<file path="src/rtl/mem_resp_pkg.sv">
// Shared types and constants for the memory request responder.
// Holds the FSM state encoding, the grant encoding and the timeout load word.
package mem_resp_pkg;

    localparam int WORD_W_DEFAULT = 32;

    // Load word returned when the RAM never answers.
    localparam logic [31:0] BAD_WORD = 32'hBAD1_BAD1;

    typedef enum logic [1:0] {
        IDLE = 2'd0,
        IACC = 2'd1,
        DACC = 2'd2,
        RESP = 2'd3
    } state_t;

    typedef enum logic {
        GRANT_I = 1'b0,
        GRANT_D = 1'b1
    } grant_t;

endpackage

</file>
<file path="src/rtl/mem_wait_timer.sv">
// Wait-cycle counter for a RAM access.
// Flags terminal count once TIMEOUT-1 cycles have been counted.
module mem_wait_timer #(
    parameter int TIMEOUT = 64
) (
    input  logic clk,
    input  logic srst,
    input  logic i_clear,
    input  logic i_inc,
    output logic o_tc
);

    localparam int CNT_W = $clog2(TIMEOUT);
    localparam logic [CNT_W-1:0] TC_VAL = CNT_W'(TIMEOUT - 1);

    logic [CNT_W-1:0] r_count;

    always_ff @(posedge clk) begin
        if (srst) begin
            r_count <= '0;
        end else if (i_clear) begin
            r_count <= '0;
        end else if (i_inc) begin
            r_count <= r_count + 1'b1;
        end
    end

    assign o_tc = (r_count == TC_VAL);

endmodule

</file>
<file path="src/rtl/mem_request_responder.sv">
// Memory-side endpoint: arbitrates instruction/data requests onto one RAM port,
// waits for ram_ready (with a timeout watchdog) and returns a one-cycle hit.
module mem_request_responder
    import mem_resp_pkg::*;
#(
    parameter int WORD_W  = WORD_W_DEFAULT,
    parameter int TIMEOUT = 64
) (
    input  logic              CLK,
    input  logic              RST,
    input  logic              imemREN,
    input  logic [WORD_W-1:0] imemaddr,
    input  logic              dmemREN,
    input  logic              dmemWEN,
    input  logic [WORD_W-1:0] dmemaddr,
    input  logic [WORD_W-1:0] dmemstore,
    output logic              ihit,
    output logic              dhit,
    output logic [WORD_W-1:0] imemload,
    output logic [WORD_W-1:0] dmemload,
    output logic              ramREN,
    output logic              ramWEN,
    output logic [WORD_W-1:0] ramaddr,
    output logic [WORD_W-1:0] ramstore,
    input  logic [WORD_W-1:0] ramload,
    input  logic              ram_ready,
    output logic              err
);

    localparam logic [WORD_W-1:0] BAD_LOAD = WORD_W'(BAD_WORD);

    state_t            r_state, r_state_next;
    grant_t            r_grant, r_grant_next;
    grant_t            r_last, r_last_next;
    logic [WORD_W-1:0] r_addr, r_addr_next;
    logic [WORD_W-1:0] r_store, r_store_next;
    logic [WORD_W-1:0] r_data, r_data_next;
    logic              r_write, r_write_next;
    logic              r_err, r_err_next;

    logic w_d_pend;
    logic w_tc;
    logic w_clear;
    logic w_inc;
    logic w_resp_i;
    logic w_resp_d;

    mem_wait_timer #(
        .TIMEOUT (TIMEOUT)
    ) u_timer (
        .clk     (CLK),
        .srst    (RST),
        .i_clear (w_clear),
        .i_inc   (w_inc),
        .o_tc    (w_tc)
    );

    always_ff @(posedge CLK) begin
        if (RST) begin
            r_state <= IDLE;
            r_grant <= GRANT_I;
            r_last  <= GRANT_I;
            r_addr  <= '0;
            r_store <= '0;
            r_data  <= '0;
            r_write <= 1'b0;
            r_err   <= 1'b0;
        end else begin
            r_state <= r_state_next;
            r_grant <= r_grant_next;
            r_last  <= r_last_next;
            r_addr  <= r_addr_next;
            r_store <= r_store_next;
            r_data  <= r_data_next;
            r_write <= r_write_next;
            r_err   <= r_err_next;
        end
    end

    assign w_d_pend = dmemREN | dmemWEN;

    always_comb begin
        r_state_next = r_state;
        r_grant_next = r_grant;
        r_last_next  = r_last;
        r_addr_next  = r_addr;
        r_store_next = r_store;
        r_data_next  = r_data;
        r_write_next = r_write;
        r_err_next   = r_err;
        w_clear      = 1'b1;
        w_inc        = 1'b0;

        unique case (r_state)
            IDLE: begin
                // On a tie the side that was not served last time wins.
                if (imemREN && (!w_d_pend || r_last == GRANT_D)) begin
                    r_grant_next = GRANT_I;
                    r_addr_next  = imemaddr;
                    r_write_next = 1'b0;
                    r_state_next = IACC;
                end else if (w_d_pend) begin
                    r_grant_next = GRANT_D;
                    r_addr_next  = dmemaddr;
                    r_store_next = dmemstore;
                    r_write_next = dmemWEN;
                    r_err_next   = r_err | (dmemREN & dmemWEN);
                    r_state_next = DACC;
                end
            end
            IACC, DACC: begin
                w_clear = 1'b0;
                if (ram_ready) begin
                    r_data_next  = ramload;
                    r_state_next = RESP;
                end else if (w_tc) begin
                    r_data_next  = BAD_LOAD;
                    r_err_next   = 1'b1;
                    r_state_next = RESP;
                end else begin
                    w_inc = 1'b1;
                end
            end
            RESP: begin
                r_last_next  = r_grant;
                r_state_next = IDLE;
            end
            default: r_state_next = IDLE;
        endcase
    end

    // A hit is only returned if the requester is still asking for it.
    assign w_resp_i = (r_state == RESP) && (r_grant == GRANT_I);
    assign w_resp_d = (r_state == RESP) && (r_grant == GRANT_D);

    assign ihit     = w_resp_i && imemREN;
    assign dhit     = w_resp_d && w_d_pend;
    assign imemload = w_resp_i ? r_data : '0;
    assign dmemload = (w_resp_d && !r_write) ? r_data : '0;

    assign ramREN   = (r_state == IACC) || ((r_state == DACC) && !r_write);
    assign ramWEN   = (r_state == DACC) && r_write;
    assign ramaddr  = r_addr;
    assign ramstore = r_store;
    assign err      = r_err;

endmodule

</file>
<file path="config.mk">
export PLATFORM = sky130hd
export DESIGN_NAME = mem_request_responder
export DESIGN_NICKNAME = d
export VERILOG_FILES = /design/src/rtl/mem_resp_pkg.sv /design/src/rtl/mem_wait_timer.sv /design/src/rtl/mem_request_responder.sv
export SDC_FILE = /design/constraint.sdc
export NUM_CORES = 1
export LEC_CHECK = 0
export ABC_AREA = 1
export CAP_MARGIN = 20
export CORE_UTILIZATION = 43
export DETAILED_ROUTE_END_ITERATION = 8
export PLACE_DENSITY = 0.93
export SYNTH_ARGS = -nofsm -noshare
export SYNTH_HDL_FRONTEND = slang
export SYNTH_SLANG_ARGS = --single-unit
export TNS_END_PERCENT = 30
</file>
<file path="constraint.sdc">
create_clock -name CLK -period 3.9 [get_ports CLK]
set_input_delay 0.78 -clock CLK [delete_from_list [all_inputs] [get_ports CLK]]
set_output_delay 0.78 -clock CLK [all_outputs]
set_load 0.03 [all_outputs]
</file>
==> flow_summary.json <==
{
  "status": "finished, final reports clean",
  "worstPathMaxFanout": 33,
  "drive_gt1_frac": 0.0333,
  "hold_path_depth": 2,
  "r2r_cells": 8,
  "viasPerCell": 4.70,
  "wl_per_cell_um": 12.4,
  "hold_class": "register to register",
  "cts_tree": "built",
  "route.detailed.drc": 0,
  "tns_ns": 0,
  "power.total_mw": 5.48,
  "syn_area_per_cell_um2": 6.27,
  "fillers": 959,
  "crit_chain": "ha_1 -> inv_1 -> nor2_1 -> inv_1 -> nor2_1 -> clkdlybuf4s50_1",
  "design.core.area_um2": 11500,
  "report.final.slew_viol_count": 0,
  "relSlewSlack": 0.342,
  "drt_iter0_drc": 298,
  "chipWidth_um": 110,
  "slowest_delay_ns": 0.71,
  "cts-root-buf": "clkbuf_16",
  "post-cts-setup-buffer-count": 0,
  "fin_nets": 1184,
  "synth_seq_area_share": 0.427,
  "dp_cells": 1177,
  "clock-sinks": 108,
  "cts_resized": 0,
  "fin_crit_sh": 0.834,
  "gp_congestion": 0.836,
  "crit_type": "register to primary output",
  "first_pass_iters": 5,
  "cts_buffer_depth": 2,
  "layout.cells.non_filler": 1193,
  "grt_max_degree": 70,
  "antenna_found_initial": 1,
  "cts_hold_buf": 0,
  "grt_usage": 0.244,
  "min_period_ns": 3.25,
  "place_hpwl_mm": 11.1,
  "vias": 5605,
  "power.density_nw_per_um2": 681,
  "worstPathRequired_ns": 3.12,
  "endpoint_kind": "primary output",
  "hold_violations": 0,
  "setup_viol": 0,
  "min_to": "r_data[8]$_SDFFE_PP0P_",
  "port-buffer-count": 266,
  "synth_nets": 946,
  "rrSetupSlack_ns": 1.76,
  "fp.dieH_um": 110,
  "rsz0062_at_grt": "no",
  "syn_to_final_growth_pct": 59.1,
  "synthCells": 807,
  "min_from": "r_data[8]$_SDFFE_PP0P_",
  "overflow": 0,
  "synth_cell_types": 23,
  "cp_slowest_cell": "inv_1",
  "clk_pin_slew_ns": 0.08,
  "grt_pass1_wl_mm": 24.5,
  "path_depth": 6,
  "r2r_end": "ramstore[14]$_SDFFE_PP0P_",
  "power.leakage_nw": 3.66,
  "ys_warn_count": 0,
  "first_global_vias": 5228,
  "clock_latency_ns": 0.34,
  "cap_violations": 0,
  "ys_ff_latch": 108,
  "finalClockSkew_ns": 0.0150,
  "critPathLaunchType": "register",
  "synthesis.area_um2": 5060,
  "antenna_cells": 0,
  "worst_ep_arrival_time_ns": 2.47,
  "rows": 39,
  "critPathBufInv": 3,
  "htreeDepth": 3,
  "r2r_start": "r_state[0]$_SDFFE_PP0P_",
  "path_delay_family": "buffers and inverters",
  "start_util": 0.441,
  "ir_worst_vdd_mv": 0.412,
  "wl_mm": 14.7,
  "tightest_slew_ns": 0.987,
  "max_freq_mhz": 307,
  "io-pin-count": 267,
  "cts_buffers": 9,
  "antenna_left": 0,
  "dieArea_um2": 12200
}
[per-stage QoR]
step	cell area [µm²]	setup WS, ns	utilization	hold WS (ns)
after detailed placement	7740	0.855	0.675	0.473
after floorplan	5060	1.56	-	0.453
after CTS	8050	0.645	0.702	0.485
after global placement	7740	0.875	0.675	0.451
after global routing	8050	0.404	0.702	0.507
final	8050	0.648	0.702	0.481
[layout make-up]
| type | instances | area [µm²] | area share |
|---|---|---|---|
| repair buffers | 271 | 2700 | 0.335 |
| multi-input cells | 550 | 2310 | 0.287 |
| flip-flops and latches | 108 | 2160 | 0.268 |
| inverters | 105 | 394 | 0.0489 |
| clock buffers | 9 | 225 | 0.0280 |
| well taps | 143 | 179 | 0.0222 |
| clock inverters | 7 | 88.8 | 0.0110 |
[tightest hold or removal path, cell delays in order (launching register included)]
cell and delay (ns):
dfxtp_1 0.31, nand3_1 0.07, a21oi_1 0.05
[cells in the mapped netlist]
master | count | area [µm²]
o21bai_1 | 2 | 15.0
o21ai_0 | 36 | 180
a21oi_2 | 2 | 17.5
xor2_1 | 2 | 17.5
a21oi_1 | 20 | 100
buf_4 | 4 | 30.0
a211oi_1 | 1 | 7.51
ha_1 | 5 | 62.6
inv_1 | 101 | 379
buf_1 | 5 | 18.8
dfxtp_1 | 108 | 2160
buf_2 | 12 | 60.1
nor2_2 | 1 | 6.26
nand2_2 | 5 | 31.3
nor2_1 | 248 | 931
clkbuf_2 | 1 | 5.00
buf_6 | 1 | 11.3
nand3_1 | 53 | 265
nand4_1 | 3 | 18.8
nand2_1 | 171 | 642
or2_2 | 1 | 6.26
clkbuf_1 | 21 | 78.8
inv_2 | 4 | 15.0
[layer usage]
layer  part of all wire  up-vias  track usage
met3              0.073       28       0.0757
met5            0.00081        -            0
met2               0.50      196        0.433
li1                   -     2884            -
met1               0.40     2495        0.270
met4              0.024        2       0.0942
[where the power goes]
part,switching (mW),internal [mW]
registers,0.185,1.51
logic,1.82,1.05
clock network,0.452,0.462
[sequential cells by signal, indices dropped and copies added (netlist names)]
| register | cells |
|---|---|
| ramaddr | 32 |
| r_state | 2 |
| r_grant | 1 |
| err | 1 |
| r_data | 32 |
| r_last | 1 |
| u_timer.r_count | 6 |
| r_write | 1 |
| ramstore | 32 |
[cell families after synthesis]
kind of cell | count (synthesis) | share of synthesized area
and+or+nand+nor | 482 | 0.376
buffers and inverters | 149 | 0.118
xor gates and xnor gates | 2 | 0.00346
adders and majority gates | 5 | 0.0124
DFF | 108 | 0.427
AOI/OAI and AO/OA | 61 | 0.0633
[worst max-delay path by stage]
stage                                       start            to  slack (ns)
after floorplan           r_state[0]$_SDFFE_PP0P_  dmemload[10]        1.56
after global placement                    dmemWEN          dhit        0.88
after detailed placement                  dmemWEN          dhit        0.85
after CTS                 r_state[0]$_SDFFE_PP0P_  imemload[19]        0.65
after global routing      r_state[0]$_SDFFE_PP0P_  imemload[15]        0.40
final                     r_state[0]$_SDFFE_PP0P_  imemload[19]        0.65
[layout by cell type (no fill, tap or decap)]
master	synthesis	final
clkdlybuf4s50_1	0	265
nor2_1	248	248
nand2_1	171	171
dfxtp_1	108	108
inv_1	101	101
nand3_1	53	53
o21ai_0	36	36
a21oi_1	20	20
clkbuf_16	0	9
nand2_2	5	5
ha_1	5	5
buf_4	4	5
inv_2	4	4
nand4_1	3	3
clkinv_8	0	3
o21bai_1	2	2
xor2_1	2	2
inv_8	0	2
clkinv_4	0	2
or2_2	1	1
nor2_2	1	1
a21oi_2	2	1
a21oi_4	0	1
a211oi_1	1	1
buf_2	12	1
(Power assumes the default switching activity.)
